File: config.mk
export PLATFORM = sky130hd
export DESIGN_NAME = eth_preamble_ifg_tx
export DESIGN_NICKNAME = d
export VERILOG_FILES = /design/src/rtl/eth_preamble_ifg_tx.sv
export SDC_FILE = /design/constraint.sdc
export NUM_CORES = 1
export LEC_CHECK = 0
export CORE_MARGIN = 10
export CORE_UTILIZATION = 28
export CTS_CLUSTER_DIAMETER = 100
export CTS_CLUSTER_SIZE = 8
export DETAILED_ROUTE_END_ITERATION = 7
export GPL_TIMING_DRIVEN = 1
export PLACE_DENSITY = 0.43
export SYNTH_ARGS = -nofsm -noshare
export SYNTH_HDL_FRONTEND = slang
export SYNTH_SLANG_ARGS = --single-unit
File: constraint.sdc
create_clock -name aclk -period 3.1 [get_ports aclk]
set_clock_uncertainty 0.1 [all_clocks]
set_input_delay 0.31 -clock aclk [delete_from_list [all_inputs] [get_ports aclk]]
set_output_delay 0.31 -clock aclk [all_outputs]
set_load 0.05 [all_outputs]
File: src/rtl/eth_preamble_ifg_tx.sv
// Ethernet transmit framer: wraps a payload byte stream with preamble and SFD,
// zero-pads short frames, flags underruns with tx_er and enforces a minimum
// inter-packet gap before the next frame may start.
module eth_preamble_ifg_tx #(
    parameter int PREAMBLE_LEN = 7,
    parameter int IFG_LEN      = 12,
    parameter int MIN_PAYLOAD  = 60
) (
    input  logic       aclk,
    input  logic       aresetn,
    input  logic [7:0] s_axis_tdata,
    input  logic       s_axis_tvalid,
    input  logic       s_axis_tlast,
    output logic       s_axis_tready,
    output logic [7:0] txd,
    output logic       tx_en,
    output logic       tx_er,
    output logic       busy,
    output logic       frame_done,
    output logic       underrun
);

    localparam logic [2:0] S_IDLE     = 3'd0;
    localparam logic [2:0] S_PREAMBLE = 3'd1;
    localparam logic [2:0] S_SFD      = 3'd2;
    localparam logic [2:0] S_PAYLOAD  = 3'd3;
    localparam logic [2:0] S_PAD      = 3'd4;
    localparam logic [2:0] S_DRAIN    = 3'd5;
    localparam logic [2:0] S_IFG      = 3'd6;

    localparam logic [3:0]  PRE_LAST  = 4'(PREAMBLE_LEN - 1);
    localparam logic [7:0]  IFG_LAST  = 8'(IFG_LEN - 1);
    localparam logic [10:0] MIN_BYTES = 11'(MIN_PAYLOAD);

    logic [2:0]  state;
    logic [3:0]  pre_cnt;
    logic [10:0] byte_cnt;
    logic [10:0] byte_next;
    logic [7:0]  ifg_cnt;
    logic        aborted;
    logic        accept;

    // Payload is only taken while streaming or while flushing an aborted frame
    assign s_axis_tready = (state == S_PAYLOAD) || (state == S_DRAIN);
    assign busy          = (state != S_IDLE);
    assign accept        = s_axis_tvalid & s_axis_tready;

    // Payload/pad byte count including the current byte, saturating at 2047
    always_comb begin
        byte_next = (byte_cnt == 11'h7FF) ? byte_cnt : byte_cnt + 11'd1;
    end

    // Framing state machine; every output byte is registered, idle bytes are zero
    always_ff @(posedge aclk) begin
        if (!aresetn) begin
            state      <= S_IDLE;
            pre_cnt    <= 4'd0;
            byte_cnt   <= 11'd0;
            ifg_cnt    <= 8'd0;
            aborted    <= 1'b0;
            txd        <= 8'h00;
            tx_en      <= 1'b0;
            tx_er      <= 1'b0;
            frame_done <= 1'b0;
            underrun   <= 1'b0;
        end else begin
            txd        <= 8'h00;
            tx_en      <= 1'b0;
            tx_er      <= 1'b0;
            frame_done <= 1'b0;
            underrun   <= 1'b0;
            case (state)
                S_IDLE: begin
                    if (s_axis_tvalid) begin
                        state   <= S_PREAMBLE;
                        pre_cnt <= 4'd0;
                        aborted <= 1'b0;
                    end
                end
                S_PREAMBLE: begin
                    txd   <= 8'h55;
                    tx_en <= 1'b1;
                    if (pre_cnt == PRE_LAST) begin
                        pre_cnt <= 4'd0;
                        state   <= S_SFD;
                    end else begin
                        pre_cnt <= pre_cnt + 4'd1;
                    end
                end
                S_SFD: begin
                    txd      <= 8'hD5;
                    tx_en    <= 1'b1;
                    byte_cnt <= 11'd0;
                    state    <= S_PAYLOAD;
                end
                S_PAYLOAD: begin
                    tx_en <= 1'b1;
                    if (s_axis_tvalid) begin
                        txd      <= s_axis_tdata;
                        byte_cnt <= byte_next;
                        if (s_axis_tlast) begin
                            ifg_cnt <= 8'd0;
                            state   <= (byte_next >= MIN_BYTES) ? S_IFG : S_PAD;
                        end
                    end else begin
                        tx_er    <= 1'b1;
                        underrun <= 1'b1;
                        aborted  <= 1'b1;
                        state    <= S_DRAIN;
                    end
                end
                S_PAD: begin
                    tx_en    <= 1'b1;
                    byte_cnt <= byte_next;
                    if (byte_next >= MIN_BYTES) begin
                        ifg_cnt <= 8'd0;
                        state   <= S_IFG;
                    end
                end
                S_DRAIN: begin
                    if (accept && s_axis_tlast) begin
                        ifg_cnt <= 8'd0;
                        state   <= S_IFG;
                    end
                end
                S_IFG: begin
                    if ((ifg_cnt == 8'd0) && !aborted) begin
                        frame_done <= 1'b1;
                    end
                    if (ifg_cnt == IFG_LAST) begin
                        ifg_cnt <= 8'd0;
                        if (s_axis_tvalid) begin
                            state   <= S_PREAMBLE;
                            pre_cnt <= 4'd0;
                            aborted <= 1'b0;
                        end else begin
                            state <= S_IDLE;
                        end
                    end else begin
                        ifg_cnt <= ifg_cnt + 8'd1;
                    end
                end
                default: begin
                    state <= S_IDLE;
                end
            endcase
        end
    end

endmodule

# Word-level counts from Yosys, hierarchy flattened
# Index checks and enable logic that the tools add are counted.
totals:
  register_bits: 38
  in_bits: 12
  elab_cells: 83
classes:
  add_sub_neg: 3
  order_cmp: 1
  n_eq_ne: 18
  mux: 32
  bitwise: 1
  n_reduce_logical: 19
op_table:
  columns: ["operator", "n"]
  rows:
  - ["$mux 8", 6]
  - ["$pmux 11 s3", 1]
  - ["$pmux 8 s4", 1]
  - ["$pmux 8 s3", 1]
  - ["$mux 11", 2]
  - ["$mux 3", 7]
  - ["$pmux 3 s7", 1]
  - ["$ne 2x2->1 const B", 7]
  - ["$mux 4", 3]
  - ["$pmux 4 s3", 1]
  - ["$reduce_bool 3->1", 4]
  - ["$add 11x1->11 const B", 1]
  - ["$eq 11x11->1 const B", 1]
  - ["$ge 11x6->1 const B", 1]
  - ["$eq 3x3->1 const B", 3]
  - ["$add 8x1->8 const B", 1]
  - ["$eq 8x4->1 const B", 1]
  - ["$logic_not 8->1", 1]
  - ["$reduce_and 2->1", 4]
  - ["$mux 1", 7]
  - ["$eq 3x2->1 const B", 2]
  - ["$reduce_and 6->1", 1]
  - ["$reduce_and 5->1", 1]
  - ["$add 4x1->4 const B", 1]
  - ["14 further kinds", 15]

# Depth between registers and ports, before layout
logic_depth:
  ltp_word: 7
  ltp_mapped: 7

# Worst setup path before layout
# OpenSTA, ideal clock, no wires.
synth_path:
  kind: "reg-to-output"
  start: "register state[0]"
  end: "output port s_axis_tready"
  arrival_ns: 1.683
  required_time_ns: 2.690
  slack_ns: 1.007
  path_stages_with_launch: 4
  n_path_buf: 2
  path_cell_list: "dfxtp_1 -> clkbuf_1 -> clkbuf_1 -> nor2b_1"
synth_between:
  elab_chain_len: 2
synth_rtl:
  columns: ["item", "line", "text"]
  rows:
  - ["start, declared", "35", "logic [2:0] state;"]
  - ["start signal, assigned", "103", "state <= (byte_next >= MIN_BYTES) ? S_IFG : S_PAD;"]
  - ["$eq 3x2->1 or $eq 3x3->1 (tied branches)", "44", "assign s_axis_tready = (state == S_PAYLOAD) || (state == S_DRAIN);"]
  - ["$logic_or 1x1->1 *", "44", null]
  - ["end, declared", "14", "output logic s_axis_tready,"]
# Every way passes the cells marked *; elsewhere a longest branch is shown, timed or not.

# Final worst setup path
layout_path:
  start: "register state[1]"
  end: "output port s_axis_tready"
# Same word-level chain as after synthesis.

==> summary by stage <==
Status
The run finished with clean final reports.

Power
VDD sags by at most around 0.19 mV. The analysis attributes to cell leakage a power of 0.935 nW. The combinational group share of total power is about a third. For this design the total switching power over the nets is 0.631 mW. The clock network fraction of total power is 26.7%. The internal power of the cells totals 0.973 mW. Power spread over the standard cell area amounts to 604 nW/um^2.

The fraction of power spent switching nets is about 40%. The portion of total power attributed to sequential cells is ~40%.

STA
The count of endpoints failing hold in the final timing report was 0. Of the available clock period, the critical path in the final layout requires 88.3%. Setup repair after global routing left no endpoint under its margin. Based on the critical path, the design can be clocked at up to roughly 370 MHz. The routed design could run at a clock period as short as 2.74 ns.

Setup total negative slack on the finished layout was measured at 0 ns. In the post-route analysis, the smallest setup slack over all paths is ~0.36 ns. In this run the tightest slew margin relative to its limit is between 40% and 50%. The slew at the pin closest to its max-slew limit is about 0.85 ns. Setup violations remaining at the end of the flow were counted as 0. The count of pins over their slew limit is 0.

Hold path
The worst hold path terminates at pre_cnt[3]$_SDFFE_PN0P_. The worst hold path belongs to the class flop to flop. The instance count along the most critical hold path is 2.

The hold path startpoint is pre_cnt[3]$_SDFFE_PN0P_.

Cells and area
At the end of the flow, the number of nets in the layout was a little over 300. The area growth from synthesis to final layout is 17.2%. The proportion of layout cells with a drive suffix above 1 is under 10%. Counting the fill cells in the layout gives roughly 850. The antenna diode count is 0.

Floorplanning
The core outline area is 7810 um^2. The overall die height is between 100 and 150 um. In this run the horizontal extent of the chip is roughly 110 um.

The die covers approximately 12000 um^2. Pin placement for this block handled 26 I/O pins. The cell row count is 32. Once the floorplan was initialized, standard cells occupied between 20% and 30% of the core.

Route
Wire segments on met3 add up to approximately 310 um in the final route. Across all layers, the routed design uses 2070 vias. For this run, design rule violations remaining after detail routing come to 0. In this run, the number of DRC markers left after iteration 0 of detailed routing was around 120. The routed design has between 5 and 6 mm of wire.

Dividing the detail-routed wire length by the instance count gives roughly 15 um. In this run the remaining antenna-violating nets after routing total 0. The uppermost layer routed is met4. After detailed routing, the number of vias per cell comes to ~5.2.

The first-pass detailed-route iteration total is 4. The length of routed wiring on met1 is 2.92 mm. The detailed-routed wire length on met2 is 2.56 mm.

CTS
The total clock sinks is 38. The worst-case clock buffer depth is 2. After clock tree synthesis, the clock-pin slew on the worst setup and hold paths is about 0.080 ns. The hold buffer count at CTS is 0. The number of gates given a new drive strength after cts is 0.

The clock tree synthesis step divided the H-tree into 2 levels. The clock latency on the worst-skew pair is slightly below 0.3 ns. Counting the buffers created by CTS gives 5. The number of setup buffers added after CTS is 0. The root buffer cell chosen for the clock tree is clkbuf_8. The TritonCTS clock tree is built.

Worst setup path
The top fanout value on the critical path is 20. Measured in cells, the most critical reg-to-reg path has a length of 5. Data arrives at the worst endpoint at 2.33 ns.

The startpoint-to-endpoint class of the critical path is flop to output port. The sort of element at the start of the critical path is a flop. The worst register-to-register path has a setup slack of around 0.67 ns. The worst register-to-register path ends at byte_cnt[0]$_SDFFE_PN0P_. The critical path's slowest cell is clkdlybuf4s50_1. STA puts the critical path data required time at 2.69 ns. The signal on the critical path passes through xnor2_1 -> nor2b_1 -> clkdlybuf4s50_1. The delay of the slowest cell on the worst path is between 0.8 and 0.9 ns. The reg-to-reg startpoint is state[0]$_SDFFE_PN0P_.

The worst setup path is captured at an output port.

Yosys
Sorting the synthesized cells by area gives the leading types as dfxtp_1, nor2_1, a21oi_1. In the post-synthesis netlist, the cell with the most instances is dfxtp_1. The post-synthesis average cell area is about 8 um^2. The flip-flop and latch count after synthesis is 38. The number of warnings printed during yosys synthesis is 0.

The most used flip-flop cell after synthesis is dfxtp_1. The share of synthesized flip-flops with an asynchronous set or reset is 0%. The number of different library cells in the post-synthesis netlist is 62.

The largest total area in the synthesized netlist belongs to dfxtp_1. The portion of the post-synthesis area used by sequential elements is 33.6%. The synthesized instance count is 277. The area share of the largest cell type after synthesis is 33.6%.

The cell area that synthesis handed to floorplanning was between 2000 and 2500 um^2. By count the netlist is led by dfxtp_1, nor2_1, a21oi_1. The number of nets handed over by synthesis was between 200 and 300. Counting flops with a built-in enable in the synthesized netlist gives 0.

Place
At the placement stage, the worst setup path has a slack of roughly 0.7 ns. Once detailed placement completed, the half-perimeter wirelength came to 4.03 mm. In this run the tool buffered the top-level ports with 25 buffer cells. At the end of routability-driven placement, the weighted congestion stood at 0.783.

GRT
The global-route wire length before repair is around 9.3 mm. The via count of the first global-routing pass came to ~1800. Summed over all layers, the global routing overflow is 0. In the global route stage, overall resource usage came out at roughly a tenth.

The pin count of the biggest net entering global routing is 25. The number of antenna violations at the first check in global routing is 0.

Job
The number of maximum-capacitance constraint violations is 0.
==> area by class of cell <==
type,count,area (um^2),share of cell area [%]
Multi-Input combinational cell,208,1340,50.4
Sequential cell,38,761,28.7
Timing Repair Buffer,29,280,10.6
Tap cell,102,128,4.81
Clock buffer,5,68.8,2.59
Clock inverter,3,40.0,1.51
Inverter,10,37.5,1.41
==> how the worst max path moves through the flow <==
stage	startpoint	to	slack, ns
after floorplan	state[0]$_SDFFE_PN0P_	s_axis_tready	1.01
final	state[1]$_SDFFE_PN0P_	s_axis_tready	0.36
after global routing	state[1]$_SDFFE_PN0P_	s_axis_tready	0.26
after detailed placement	state[1]$_SDFFE_PN0P_	s_axis_tready	0.68
after global placement	s_axis_tvalid	byte_cnt[0]$_SDFFE_PN0P_	0.74
after CTS	state[1]$_SDFFE_PN0P_	s_axis_tready	0.36
==> registers in the layout, summed over array words and instances, names as in the netlist <==
register	count
aborted	1
byte_cnt	11
frame_done	1
ifg_cnt	8
pre_cnt	4
state	3
tx_en	1
txd	8
underrun	1
==> per-stage QoR <==
stage	power, mW	cells	hold WS, ns	area [um^2]	utilization (%)
detailed placement	1.19	387	0.386	2540	32.6
finish	1.60	395	0.398	2650	34.0
CTS	1.62	395	0.397	2650	34.0
global route	1.69	395	0.441	2650	34.0
floorplan	1.02	277	0.332	2260	-
global placement	1.19	387	0.378	2540	32.6
==> logic make-up (layout without fill, tap and decap cells) <==
family | Yosys count | in the layout | synth area share [%]
AO/OA/AOI/OAI | 83 | 83 | 27.3
flip-flops | 38 | 38 | 33.6
buffers and inverters | 31 | 47 | 7.24
adder cells (fa/ha/maj) | 5 | 5 | 2.76
XOR/XNOR | 4 | 4 | 1.55
AND/OR/NAND/NOR | 116 | 116 | 27.6
==> placed cells by master (no fill, tap or decap), types with 3 or more instances in the layout <==
cell / instances
or3_1: 3
and3_1: 3
nand3_1: 16
clkbuf_8: 5
o21ai_0: 17
dfxtp_1: 38
nor2_1: 31
a22oi_1: 3
xnor2_1: 3
nand2_1: 19
a41oi_1: 3
and2_1: 7
nor3_1: 10
clkdlybuf4s50_1: 25
a31oi_1: 8
inv_1: 9
a21oi_1: 20
nand4_1: 5
ha_1: 5
buf_4: 4
==> routing by layer <==
layer,vias up,global-route usage (%)
met2,49,13.6
met4,0,2.60
li1,1053,-
met1,966,13.7
met3,2,2.22
met5,-,0
==> power groups by stage <==
stage	Sequential, mW	Clock (mW)	Combinational [mW]
final	0.630	0.428	0.546
after global routing	0.640	0.467	0.587
after CTS	0.629	0.444	0.548
after detailed placement	0.641	0	0.546
after global placement	0.636	0	0.552
after floorplan	0.678	0	0.339
==> critical path, delay by kind of cell (launching register included) <==
kind / cells / cell delay [ns]
xor+xnor: 1 / 0.29
flops: 1 / 0.76
buf+inv: 1 / 0.82
simple gates: 1 / 0.18
Note: power is estimated with default switching activity, not from simulation.
